==> config.mk <==
export PLATFORM = sky130hd
export DESIGN_NAME = bram_port_arbiter
export DESIGN_NICKNAME = d
export VERILOG_FILES = /design/src/rtl/bram_port_arbiter.sv
export SDC_FILE = /design/constraint.sdc
export NUM_CORES = 1
export LEC_CHECK = 0
export ABC_AREA = 1
export CELL_PAD_IN_SITES_DETAIL_PLACEMENT = 0
export CELL_PAD_IN_SITES_GLOBAL_PLACEMENT = 2
export CORE_UTILIZATION = 19
export DETAILED_ROUTE_END_ITERATION = 12
export HOLD_SLACK_MARGIN = 0.05
export PLACE_DENSITY = 0.84
export SLEW_MARGIN = 20
export SYNTH_ARGS = -nofsm -noshare
export SYNTH_HDL_FRONTEND = slang
export SYNTH_SLANG_ARGS = --single-unit
export TNS_END_PERCENT = 30
==> constraint.sdc <==
create_clock -name CLK -period 13.75 [get_ports CLK]
set_input_delay 2.75 -clock CLK [delete_from_list [all_inputs] [get_ports CLK]]
set_output_delay 2.75 -clock CLK [all_outputs]
set_load 0.02 [all_outputs]
==> src/rtl/bram_port_arbiter.sv <==
// rtl/bram_port_arbiter.sv - round-robin arbiter for BRAM port 0 with read-modify-write mask emulation
module bram_port_arbiter #(
   parameter int NREQ   = 4,
   parameter int AW     = 9,
   parameter int DW     = 32,
   parameter bit RMW_EN = 1'b1
) (
   input  logic               CLK,
   input  logic               RSTN,
   input  logic [NREQ-1:0]    REQ_VALID,
   output logic [NREQ-1:0]    REQ_READY,
   input  logic [NREQ-1:0]    REQ_WE,
   input  logic [NREQ*AW-1:0] REQ_ADDR,
   input  logic [NREQ*DW-1:0] REQ_WDATA,
   input  logic [NREQ*DW-1:0] REQ_WMASK,
   output logic [NREQ-1:0]    RSP_VALID,
   output logic [DW-1:0]      RSP_RDATA,
   output logic [AW-1:0]      MEM_A,
   output logic [DW-1:0]      MEM_D,
   output logic               MEM_WE,
   output logic               MEM_CE,
   input  logic [DW-1:0]      MEM_Q
);
   localparam int PW = $clog2(NREQ);
   localparam logic [PW:0] NREQ_W = (PW+1)'(NREQ);

   typedef enum logic {IDLE, RMW_WR} state_t;

   state_t         state;
   logic [PW-1:0]  ptr;
   logic           rsp_pend;
   logic           rsp_read;
   logic [PW-1:0]  rsp_owner;
   logic [PW-1:0]  rmw_owner;
   logic [AW-1:0]  rmw_addr;
   logic [DW-1:0]  rmw_wdata;
   logic [DW-1:0]  rmw_mask;

   logic           grant_any;
   logic [PW-1:0]  grant_idx;
   logic [PW:0]    cand;
   logic [PW:0]    ptr_inc;
   logic [PW-1:0]  ptr_next;
   logic           sel_we;
   logic [AW-1:0]  sel_addr;
   logic [DW-1:0]  sel_wdata;
   logic [DW-1:0]  sel_mask;
   logic           mask_full;
   logic           mask_zero;
   logic           is_rmw;
   logic           is_skip;

   // Scan downward in offset so the last hit is the closest requester at or above ptr.
   always_comb begin
      grant_any = 1'b0;
      grant_idx = '0;
      cand      = '0;
      for (int i = NREQ-1; i >= 0; i--) begin
         cand = {1'b0, ptr} + (PW+1)'(i);
         if (cand >= NREQ_W) begin
            cand = cand - NREQ_W;
         end
         if (REQ_VALID[cand[PW-1:0]]) begin
            grant_any = 1'b1;
            grant_idx = cand[PW-1:0];
         end
      end
   end

   always_comb begin
      sel_we    = 1'b0;
      sel_addr  = '0;
      sel_wdata = '0;
      sel_mask  = '0;
      for (int i = 0; i < NREQ; i++) begin
         if (grant_idx == PW'(i)) begin
            sel_we    = REQ_WE[i];
            sel_addr  = REQ_ADDR[i*AW +: AW];
            sel_wdata = REQ_WDATA[i*DW +: DW];
            sel_mask  = REQ_WMASK[i*DW +: DW];
         end
      end
   end

   assign mask_full = &sel_mask;
   assign mask_zero = ~|sel_mask;
   assign is_rmw    = grant_any && sel_we && RMW_EN && !mask_full && !mask_zero;
   assign is_skip   = grant_any && sel_we && RMW_EN && mask_zero;
   assign ptr_inc   = {1'b0, grant_idx} + (PW+1)'(1);
   assign ptr_next  = (ptr_inc == NREQ_W) ? '0 : ptr_inc[PW-1:0];

   // Everything is gated by RSTN so a held reset silences the BRAM and requesters immediately.
   always_comb begin
      REQ_READY = '0;
      MEM_CE    = 1'b0;
      MEM_WE    = 1'b0;
      MEM_A     = '0;
      MEM_D     = '0;
      RSP_VALID = '0;
      RSP_RDATA = '0;
      if (RSTN) begin
         if (state == RMW_WR) begin
            MEM_CE = 1'b1;
            MEM_WE = 1'b1;
            MEM_A  = rmw_addr;
            MEM_D  = (MEM_Q & ~rmw_mask) | (rmw_wdata & rmw_mask);
         end else if (grant_any) begin
            REQ_READY[grant_idx] = 1'b1;
            if (!is_skip) begin
               MEM_CE = 1'b1;
               MEM_A  = sel_addr;
            end
            if (sel_we && !is_rmw && !is_skip) begin
               MEM_WE = 1'b1;
               MEM_D  = sel_wdata;
            end
         end
         if (rsp_pend) begin
            RSP_VALID[rsp_owner] = 1'b1;
            if (rsp_read) begin
               RSP_RDATA = MEM_Q;
            end
         end
      end
   end

   always_ff @(posedge CLK) begin
      if (!RSTN) begin
         state     <= IDLE;
         ptr       <= '0;
         rsp_pend  <= 1'b0;
         rsp_read  <= 1'b0;
         rsp_owner <= '0;
         rmw_owner <= '0;
         rmw_addr  <= '0;
         rmw_wdata <= '0;
         rmw_mask  <= '0;
      end else begin
         rsp_pend <= 1'b0;
         rsp_read <= 1'b0;
         case (state)
            IDLE: begin
               if (grant_any) begin
                  ptr <= ptr_next;
                  if (is_rmw) begin
                     state     <= RMW_WR;
                     rmw_owner <= grant_idx;
                     rmw_addr  <= sel_addr;
                     rmw_wdata <= sel_wdata;
                     rmw_mask  <= sel_mask;
                  end else begin
                     rsp_pend  <= 1'b1;
                     rsp_owner <= grant_idx;
                     rsp_read  <= !sel_we;
                  end
               end
            end
            RMW_WR: begin
               state     <= IDLE;
               rsp_pend  <= 1'b1;
               rsp_owner <= rmw_owner;
            end
            default: state <= IDLE;
         endcase
      end
   end
endmodule

* Word-level counts from Yosys, hierarchy flattened
Cells that the tools add are included.
** Storage, ports and cells
- Input port bits :: 334
- Bits in read-only memories :: 0
- Logic and storage cells :: 136
- Bits in writable memories :: 0
- Memories kept :: 0
- Flip-flop bits (word level) :: 82
- Latch bits :: 0
- Output and inout port bits :: 83
** Operators by class
- Div/mod/pow operators :: 0
- Equal/unequal tests :: 6
- Shift-type cells :: 0
- Add/subtract/negate cells :: 8
- Bitwise gates (word level) :: 7
- Mux-type cells :: 74
- Reductions and logical operators :: 20
- $mul :: 0
- Order comparisons :: 12
** Operators with widths (number)
- two-way mux 32 bit :: 15
- two-way mux 9 bit :: 8
- bitwise AND 32 bit :: 2
- inverter 32 bit :: 1
- OR 32 bit :: 1
- AND reduction 32 bit :: 1
- OR reduction 32 bit :: 1
- two-way mux 1 bit :: 26
- two-way mux 2 bit :: 11
- two-way mux 4 bit :: 5
- < comparator 2 x 3 -> 1 bit, second input constant :: 6
- greater-or-equal comparator 3 bit, second input constant :: 3
- binary-select mux 1 bit (select 2 bit) :: 4
- logical AND 1 bit :: 8
- subtractor 2 x 1 -> 2 bit, second input constant :: 4
- adder 2 x 1 -> 3 bit, second input constant :: 2
- adder 2 x 2 -> 3 bit, second input constant :: 2
- zero test 1 bit :: 5
- demux 1 bit (select 2 bit) :: 2
- == test 2 bit, second input constant :: 2
- greater-or-equal comparator 2 x 1 -> 1 bit, second input constant :: 2
- inequality test 2 bit, second input constant :: 2
- case mux 1 bit (2 select lines) :: 2
- case mux 2 bit (2 select lines) :: 1
- 8 further kinds :: 11

* Depth between registers and ports, before layout
- Depth after elaboration :: 25
- Gate-level depth with buffers :: 31
- Depth with buffers taken out :: 27

* Least setup slack after synthesis
No wires, ideal clock.
- Path type :: input to output
- From :: in REQ_VALID[3]
- To :: out MEM_D[22]
- Stages on the path :: 25
- Data required time :: 11.000 ns
- Slack :: 5.287 ns
- Buffers on the path :: 2
- Data arrival time :: 5.713 ns
- Path through :: inv_1 -> o21ai_0 -> o21ai_0 -> nand2_1 -> nor2_1 -> o21ai_0 -> nand2_1 -> a21boi_0 -> inv_1 -> ha_1 -> inv_2 -> buf_2 -> nand3_1 -> nand2_1 -> nand2_1 -> nand2_1 -> nand2_1 -> nor2_1 -> nand2_1 -> nor2_1 -> nand2_1 -> nor2_2 -> buf_4 -> nand3_1 -> a21oi_1
** On the way
- Longest elaborated chain between the ends :: 22
- Elaborated cells between the ends (all ways) :: 48
- Those cells by class :: eq/ne (3); mux (32); reduce/logical (13)
** Ends and longest elaborated chain
- from (decl) :: RTL line 10 : input logic [NREQ-1:0] REQ_VALID,
- binary-select mux 1 bit (select 2 bit) :: RTL line 63 : if (REQ_VALID[cand[PW-1:0]]) begin
- two-way mux 1 bit (implied by the code) :: RTL line 63
- two-way mux 2 bit (3 in series) :: RTL line 63
- two-way mux 2 bit * :: RTL line 63
- net grant_idx[1] :: RTL line 40 : logic [PW-1:0] grant_idx;
- zero test 2 bit :: RTL line 76 : if (grant_idx == PW'(i)) begin
- two-way mux 32 bit (4 in series) :: RTL line 76
- AND reduction 32 bit :: RTL line 85 : assign mask_full = &sel_mask;
- zero test 1 bit :: RTL line 87 : assign is_rmw = grant_any && sel_we && RMW_EN && !mask_full && !mask_zero;
- logical AND 1 bit (2 in series) :: RTL line 87
- zero test 1 bit :: RTL line 113 : if (sel_we && !is_rmw && !is_skip) begin
- logical AND 1 bit (2 in series) :: RTL line 113
- two-way mux 32 bit * :: RTL line 113
- two-way mux 32 bit * :: RTL line 107 : end else if (grant_any) begin
- two-way mux 32 bit * :: RTL line 102 : if (state == RMW_WR) begin
- two-way mux 32 bit * :: RTL line 101 : if (RSTN) begin
- to (decl) :: RTL line 19 : output logic [DW-1:0] MEM_D,
Mark *: on every way through the listed nets, which the timed path passes. The rest lies on a longest branch. The select of a mux whose other input is x is not followed.

* Final worst setup path
- From :: in REQ_VALID[3]
- To :: out MEM_D[24]
The elaborated chain is that of the path after synthesis.

==> impl_metrics.ini <==
[detailed_routing]
drtAntennaViolNets = 0
route.detailed.wl_per_inst_um = 17.5
wl_um = 39500
dr.pass1.iters = 5
viasPerCell = 4.41
drc_errors = 0
drt_iter0_markers = 563
vias = 9949

[setup_path]
crit_path_end_kind = primary output
crit_required_ns = 11.00
path_class = primary input to primary output
reg2reg_slack_ns = 6.89
path_max_fanout = 33
cp_data_arrival_time_ns = 8.92
critPathLaunchType = primary input

[pwr]
intPower_mw = 1.36
seqPwrFrac_pct = 11.6
power_switching_mw = 2.03
power.total_mw = 3.39
p_comb_share_pct = 79.7
peakVddDrop_v = 0.000149
switching_share_pct = 59.8
power_density_mw_per_mm2 = 277
leakagePower_nw = 5.14
clkPwrFrac_pct = 8.7

[placement]
place.gp.congestion = 0.851
dp_cells = 2236
place_area_mm2 = 0.0119
dp_hpwl_um = 29400
port-buffer-count = 416

[global_routing]
grt_pass1_vias = 9551
grt_max_degree = 87
overflow = 0
globalRouteTotalUtil_pct = 19.1
antenna_found_initial = 3
grt_pass1_wl_um = 57100

[hold_path]
hold_path.class = flip-flop to flip-flop

[cells_and_area]
drive_gt1_share_pct = 2.19
fin_util_pct = 31.7
fillers = 4397
nets = 2067
final_cells = 2257
post-route-cell-area_mm2 = 0.0122
area_growth_pct = 64.8

[sta]
finClkSkew_ns = 0.0146
rsz0062_at_grt = false
period_minus_slack_ns = 11.67
max_freq_mhz = 85.7
worst_pin_slew_ns = 1.08
finalSetupTns_ns = 0
relSlewSlack_pct = 27.9
drv_slew = 0
hold_viol_final = 0
setup_viol_count_final = 0
post-route-period-util_pct = 84.9

[synth]
synth_top_area_share_pct = 22.5
ys_top_cells_by_area = nand2_1, dfxtp_1, nor2_1
seq_area_frac_synth_pct = 22.1
synth_ff_type = dfxtp_1
synth_edf_count = 0
synth_common_cells = nand2_1, nor2_1, inv_1, a21oi_1, dfxtp_1
syn_inst = 1393
yosysMostFrequentCell = nand2_1
syn-cell-area_mm2 = 0.00742
yosysTopAreaCell = nand2_1
yosysWarnings = 0
syn_avg_cell_area_um2 = 5.32
ys_seq_elements = 82
syn-num-nets = 1731
synth.distinct_cells = 28
async_flop_share_pct = 0

[clock_tree]
cts_buffer_depth = 2
cts_max_level = 3
cts.sinks = 82
numCtsBuffers = 9
clkSlewWorstSetupHoldPaths_ns = 0.07
post-cts-setup-buffers = 0
holdBufCountCts = 0
tritoncts = done
cts_root_buf = clkbuf_16
cts_resized = 0
worstSkewPairLatency_ns = 0.35

[outcome]
outcome = finished clean

[run]
max_cap_violations = 0

[die]
core_mm2 = 0.0386
start_util_pct = 19.2
io_pins = 417
row_count = 72
die_x_um = 200
dieArea_mm2 = 0.0398
dieHeight_um = 200
-- cell type report --
cell class	instances	area, um2	share of cell area, %
Multi-Input combinational cell	1092	4890	40.0
Antenna cell	5	12.5	0.102
Clock inverter	4	97.6	0.798
Sequential cell	82	1640	13.4
Tap cell	518	648	5.30
Clock buffer	12	256	2.10
Inverter	120	453	3.71
Timing Repair Buffer	424	4220	34.5
-- critical path: stages --
cell	delay [ns]
clkdlybuf4s50_1	0.47
inv_1	0.05
o21ai_0	0.21
o21ai_0	0.16
nand2_1	0.09
nor2_1	0.05
o21ai_0	0.07
nand2_1	0.07
a21boi_0	0.70
inv_1	0.21
ha_4	0.35
nor2_4	0.80
nand2_1	0.16
nand2_1	0.11
nand2_1	0.06
nand2_1	0.20
nand2_1	0.08
nor2_1	0.11
nand2_1	0.05
nor2_1	0.08
nand2_1	0.14
nor2_4	0.87
nand3_1	0.15
a21oi_1	0.20
clkdlybuf4s50_1	0.69
-- stage by stage --
stage	setup WS [ns]	hold WS [ns]
2_1_floorplan	5.29	0.489
3_3_place_gp	2.03	0.500
3_5_place_dp	2.06	0.506
4_1_cts	2.05	0.519
5_1_grt	1.43	0.543
6_report	2.08	0.517
-- cell families (layout without fill, tap and decap cells) --
logic type	after synthesis	in the layout	synth area share, %
adder cells (fa/ha/maj)	4	4	0.675
buffers and inverters	219	560	12.6
flip-flops	82	82	22.1
AO/OA/AOI/OAI	244	244	20.3
AND/OR/NAND/NOR	844	844	44.3
other	0	5	0
-- metal layers --
layer / GRT usage (%) / part of all wire [%] / vias to the layer above
met5: 0 / 0 / -
met4: 3.14 / 0.89 / 0
met3: 3.44 / 6.3 / 24
met2: 36.0 / 51 / 336
met1: 22.5 / 41 / 4477
li1: - / - / 5112
-- state kept, by name, indices dropped and copies added, names as in the netlist --
| name | count |
|---|---|
| ptr | 2 |
| rmw_addr | 9 |
| rsp_read | 1 |
| rsp_owner | 2 |
| rmw_mask | 32 |
| rmw_owner | 2 |
| rsp_pend | 1 |
| state | 1 |
| rmw_wdata | 32 |
-- power by group through the flow --
stage	Clock, mW	Combinational [mW]	Sequential [mW]
CTS	0.305	2.75	0.392
global placement	0	2.73	0.395
detailed placement	0	2.73	0.396
global route	0.314	3.05	0.401
finish	0.295	2.70	0.392
floorplan	0	1.88	0.359
-- layout by cell type, fill, tap and decap left out, drive strengths merged, types with 3 or more instances in the layout --
| master | Yosys | layout |
|---|---|---|
| nand2 | 445 | 445 |
| clkdlybuf4s50 | 0 | 415 |
| nor2 | 324 | 324 |
| inv | 118 | 117 |
| a21oi | 111 | 111 |
| dfxtp | 82 | 82 |
| nand3 | 63 | 63 |
| o31ai | 41 | 41 |
| a221oi | 41 | 41 |
| o21ai | 40 | 40 |
| clkbuf | 47 | 12 |
| nor3 | 9 | 9 |
| buf | 52 | 9 |
| a21boi | 6 | 6 |
| diode | 0 | 5 |
| ha | 4 | 4 |
| bufinv | 0 | 3 |
| clkinv | 2 | 3 |
-- worst paths after layout --
path	depth (start not counted)	from	endpoint
worst max-delay path	25	REQ_VALID[3]	MEM_D[24]
worst min-delay path	4	rmw_addr[1]	rmw_addr[1]
worst max register to register	25	ptr[0]	rmw_mask[1]
worst min register to register	4	rmw_addr[1]	rmw_addr[1]
No activity file was read; power rests on OpenSTA's default activity.
==> RTL edit 1 (config.mk and constraints unchanged) <==
`NREQ`: 4 -> 8.
--- a/src/rtl/bram_port_arbiter.sv
+++ b/src/rtl/bram_port_arbiter.sv
@@ -1,6 +1,6 @@
 // rtl/bram_port_arbiter.sv - round-robin arbiter for BRAM port 0 with read-modify-write mask emulation
 module bram_port_arbiter #(
-   parameter int NREQ   = 4,
+   parameter int NREQ   = 8,
    parameter int AW     = 9,
    parameter int DW     = 32,
    parameter bit RMW_EN = 1'b1
Interface: changed (7 resized); port bits go from 417 to 725. The function was not compared with the original's and may differ.
==> RTL edit 1 against the unedited design <==
Cell count up 74%; area after synthesis up 66%; wire length up 130%; setup slack worse by 0.48 ns; worst hold slack worse by 0.057 ns; count of clock-buffer cells in the layout down 3; sequential cell count up 3; global-route usage up 6.8 points; cell area up 67%.
Power is not shown: default switching activity piles up to over one toggle a cycle in this logic, so the estimate is an artifact.
==> RTL edit 1: results (changes against the unedited design) <==
- The run finished with clean final reports.
- Yosys attributes the largest share of cell area to sky130_fd_sc_hd__nand2_1, sky130_fd_sc_hd__dfxtp_1, sky130_fd_sc_hd__nand3_1, sky130_fd_sc_hd__inv_1, sky130_fd_sc_hd__a21oi_1.
- The number of instances in the placed design came to 3882 (+74%).
- The end of the worst register-to-register path is rmw_mask[26]$_SDFFE_PN0P_.
- The cell area after placement is 20060 sq um (+69%).
- The maximum net fanout on the critical path was 46 (+39%).
- The final hold slack came to 0.4602 ns (-0.05704 ns).
- The detailed-router iteration count before antenna repair is 6 (+1).
- The adder and majority cell fraction of the synthesized area is 0.007101 (+0.0003532).
- The number of different library cells in the post-synthesis netlist was 36 (+29%).
- The post-synthesis xor/xnor area fraction was 0.001420 (+0.001420).
- The fraction of the mapped netlist area in compound gates is 0.1659 (-0.03708).
- The number of buffers added on ports was 724 (+74%).
- The number of buffers on the longest clock path is 2 (unchanged).
- In this run the most critical hold path is launched from rmw_wdata[29]$_SDFFE_PN0P_.
- The register-to-register setup slack is 5.54 ns (-1.35 ns).
- The routed length on met3 is 6614 microns (+170%).
- The all-layer global routing usage is 0.2592 (+0.06809).
- The HPWL after detailed placement is 72080 microns (+150%).
- The slowest cell on the critical path is sky130_fd_sc_hd__clkdlybuf4s50_1.
- The depth of the worst register-to-register path is 31 (+24%).
- Sorting the synthesized cells by how often they occur yields sky130_fd_sc_hd__nand2_1, sky130_fd_sc_hd__nand3_1, sky130_fd_sc_hd__inv_1, sky130_fd_sc_hd__nor2_1, sky130_fd_sc_hd__a21oi_1.
- The post-synth net total is 3105 (+79%).
- The final weighted congestion in routability-driven placement is 0.9788 (+15%).
- The longest individual stage delay on the worst path is 0.67 ns (-0.20 ns).
- The final clock skew came to 0.01707 ns (+0.002431 ns).
- The number of nets at the end of the flow is 3679 (+78%).
- The number of antenna violations at the first check in global routing was 33 (+30).
- The global-route wire length before repair is 125900 microns (+120%).
- The portion of the post-synthesis area used by sequential elements is 0.1380 (-0.08336).
- The most used flip-flop cell after synthesis is sky130_fd_sc_hd__dfxtp_1.
- The number of fill cells in the layout was 7252 (+65%).
- The wire length on met2 is 43870 microns (+120%).
- The insertion delay of the later-clocked pin in the worst-skew pair is 0.38 ns (+0.03 ns).
- The total via count after detailed routing came to 18490 (+86%).
- The number of standard cells after synthesis came to 2464 (+77%).
- The final wirelength was 89070 microns (+130%).
- The maximum number of pins on one net before global-route repair was 89 (+2.3%).
- The routed length per instance is 22.73 microns (+30%).
- The path with the worst hold slack has its endpoint at rmw_wdata[29]$_SDFFE_PN0P_.
- The arrival time at the worst endpoint came to 9.39 ns (+0.47 ns).
- The total routed wire length on the met1 layer is 35260 microns (+120%).
-- RTL edit 1: changes by cell type after synthesis, moves of 68 or more --
cell / delta
sky130_fd_sc_hd__nand4_1: +68
sky130_fd_sc_hd__nand2_1: +466
sky130_fd_sc_hd__nand3_1: +220
sky130_fd_sc_hd__o211ai_1: +74
sky130_fd_sc_hd__nor2_1: -132
sky130_fd_sc_hd__inv_1: +156
-- RTL edit 1: area by class of cell --
class	count	area (sq um)	share of cell area
clock inverter	7	56.30	0.002761
timing repair buffer	751	7445	0.3651
clock buffer	9	225.2	0.01104
inverter	298	1126	0.05522
sequential	85	1703	0.08350
antenna	20	50.05	0.002454
tap	855	1070	0.05246
multi-input combinational	1893	8718	0.4275
-- RTL edit 1: routing by layer --
metal | global-route usage | vias to the layer above
met5 | 0 | -
met4 | 0.1141 | 22
met3 | 0.05753 | 120
met2 | 0.4529 | 837
met1 | 0.3008 | 8457
li1 | - | 9053
-- RTL edit 1: worst max-delay path by stage --
stage / slack, ns / startpoint / end / depth (start not counted)
finish: 1.61 / REQ_VALID[2] / MEM_D[4] / 32
global route: 0.97 / REQ_VALID[5] / MEM_D[19] / 31
CTS: 1.48 / REQ_VALID[5] / MEM_D[23] / 33
detailed placement: 1.49 / REQ_VALID[5] / MEM_D[23] / 33
global placement: 1.37 / REQ_VALID[5] / MEM_D[25] / 33
floorplan: 4.30 / REQ_VALID[2] / MEM_D[23] / 36
-- RTL edit 1: cell families (layout without fill, tap and decap cells) --
logic type,count (synthesis),count (layout)
AOI/OAI and AO/OA,364,364
DFF,85,85
buffers and inverters,486,1065
xor gates and xnor gates,2,2
adders and majority gates,7,7
and+or+nand+nor,1520,1520
other,0,20
-- RTL edit 1: per-stage QoR --
stage / utilization / setup WS [ns]
final: 0.3169 / 1.605
after global routing: 0.3168 / 0.9736
after CTS: 0.3161 / 1.478
after detailed placement: 0.3117 / 1.488
after global placement: 0.3117 / 1.372
after floorplan: - / 4.300
-- RTL edit 1: critical path: cells and delay by family --
family | cells | cell delay, ns
and+or+nand+nor | 16 | 2.73
buffers and inverters | 8 | 2.63
AOI/OAI and AO/OA | 7 | 1.02
adders and majority gates | 1 | 0.21
==> RTL edit 2 (config.mk and constraints unchanged) <==
Without the edit above. Reset style: asynchronous (`RSTN`), changed in one clocked block.
--- a/src/rtl/bram_port_arbiter.sv
+++ b/src/rtl/bram_port_arbiter.sv
@@ -124,7 +124,7 @@
       end
    end
 
-   always_ff @(posedge CLK) begin
+   always_ff @(posedge CLK or negedge RSTN) begin
       if (!RSTN) begin
          state     <= IDLE;
          ptr       <= '0;
Function: no difference found for any inputs over 4 cycles, from zero or initial values and one cycle with RSTN low; that may be too few to reach the edited logic, so the function may still have changed.
==> RTL edit 2 against the unedited design <==
Clock skew decreased by 0.0060 ns; cell count fell by 5.8%; setup slack better by 0.55 ns; wire length fell by 0.23%; synthesized cell count down 9.3%; sequential share of layout area grew 3.5 points; area after synthesis down 1.2%; cell area is 0.61% lower; fmax up 5.0%; die area is 1.2% lower; sequential cell count unchanged.
Power is left out: the tool's default activity adds up to more than one toggle a clock period on the data nets, which glitch-free logic cannot reach.
==> RTL edit 2: results (changes against the unedited design) <==
- The run finished with clean final reports.
- The via density per instance came to 4.521 (+2.6%).
- The commonest cells after synthesis are sky130_fd_sc_hd__nand2_1, sky130_fd_sc_hd__nor2_1, sky130_fd_sc_hd__o21ai_0, sky130_fd_sc_hd__a21oi_1, sky130_fd_sc_hd__dfrtp_1.
- The number of nets at the end of the flow came to 1947 (-5.8%).
- The HPWL after detailed placement is 30580 microns (+4.1%).
- The antenna diode count was 0 (-5).
- The reg-to-reg critical path startpoint is ptr[0]$_DFFE_PN0P_.
- The slowest cell on the critical path is sky130_fd_sc_hd__nor2_4.
- By area the synthesized netlist is led by sky130_fd_sc_hd__dfrtp_1, sky130_fd_sc_hd__nand2_1, sky130_fd_sc_hd__nor2_1, sky130_fd_sc_hd__o21ai_0, sky130_fd_sc_hd__a21oi_1.
- The routed length per instance came to 18.56 microns (+6.0%).
- The final weighted congestion in routability-driven placement is 0.8068 (-5.2%).
- The number of fill cells in the layout is 4225 (-3.9%).
- The number of antenna violations at the first check in global routing is 0 (-3).
- The all-layer global routing usage was 0.1951 (+0.003996).
- The number of DRC violations after detailed-routing iteration 0 is 540 (-4.1%).
- The global-route wire length before repair is 57220 microns (+0.18%).
- The longest individual stage delay on the worst path is 0.83 ns (-0.04 ns).
- The final clock skew came to 0.008619 ns (-0.006021 ns).
- The arrival time at the worst endpoint came to 8.37 ns (-0.55 ns).
- The via count of the first global-routing pass was 9469 (-0.86%).
- The most used flip-flop cell after synthesis is sky130_fd_sc_hd__dfrtp_1.
- The post-synth net total is 1601 (-7.5%).
- In this run the critical register-to-register path is captured at rsp_owner[1]$_DFFE_PN0P_.
- The measured slew at the worst slew-check pin is 1.100 ns (+0.02126 ns).
- For hold timing, the worst endpoint is rmw_addr[7]$_DFFE_PN0P_.
- The hold path depth is 2 (-2).
- The depth of the worst register-to-register path is 17 (-32%).
==> RTL edit 2: layer usage <==
metal | wire (microns) | vias up | global-route usage
li1 | - | 4822 | -
met1 | 17510 | 4363 | 0.2496
met2 | 18710 | 390 | 0.3379
met3 | 2571 | 32 | 0.03253
met4 | 656 | 0 | 0.04823
met5 | 0 | - | 0
==> RTL edit 2: cell type report <==
type,count,area share
Inverter,56,0.01751
Multi-Input combinational cell,1034,0.3822
Tap cell,511,0.05263
Sequential cell,82,0.1690
Timing Repair Buffer,426,0.3490
Clock buffer,9,0.01854
Clock inverter,7,0.01112
==> RTL edit 2: cells by family (layout without fill, tap and decap cells) <==
family,count (synthesis),count (layout),share of synthesized area
DFF,82,82,0.2802
and+or+nand+nor,737,737,0.4011
xor gates and xnor gates,1,1,0.001196
adders and majority gates,4,4,0.006833
buffers and inverters,147,498,0.09344
AOI/OAI and AO/OA,292,292,0.2173
==> RTL edit 2: how the worst max path moves through the flow <==
stage	from	to	slack, ns	cells past startpoint
2_1_floorplan	REQ_VALID[2]	MEM_D[22]	5.33	24
3_3_place_gp	REQ_VALID[2]	MEM_D[24]	2.69	20
3_5_place_dp	REQ_VALID[2]	MEM_D[8]	2.68	18
4_1_cts	REQ_VALID[2]	MEM_D[8]	2.67	20
5_1_grt	REQ_VALID[2]	MEM_D[26]	2.06	20
6_report	REQ_VALID[2]	MEM_D[8]	2.63	20
==> RTL edit 2: per-stage QoR <==
stage                     hold WS, ns  std cells  setup WS (ns)  cell area (sq um)  utilization
after detailed placement       0.4656       2109          2.679              11790       0.3114
after floorplan                0.4492       1263          5.328               7325            -
after global placement         0.4619       2109          2.694              11790       0.3114
final                          0.4839       2125          2.632              12150       0.3210
after global routing           0.4996       2125          2.062              12150       0.3210
after CTS                      0.4860       2125          2.669              12150       0.3209
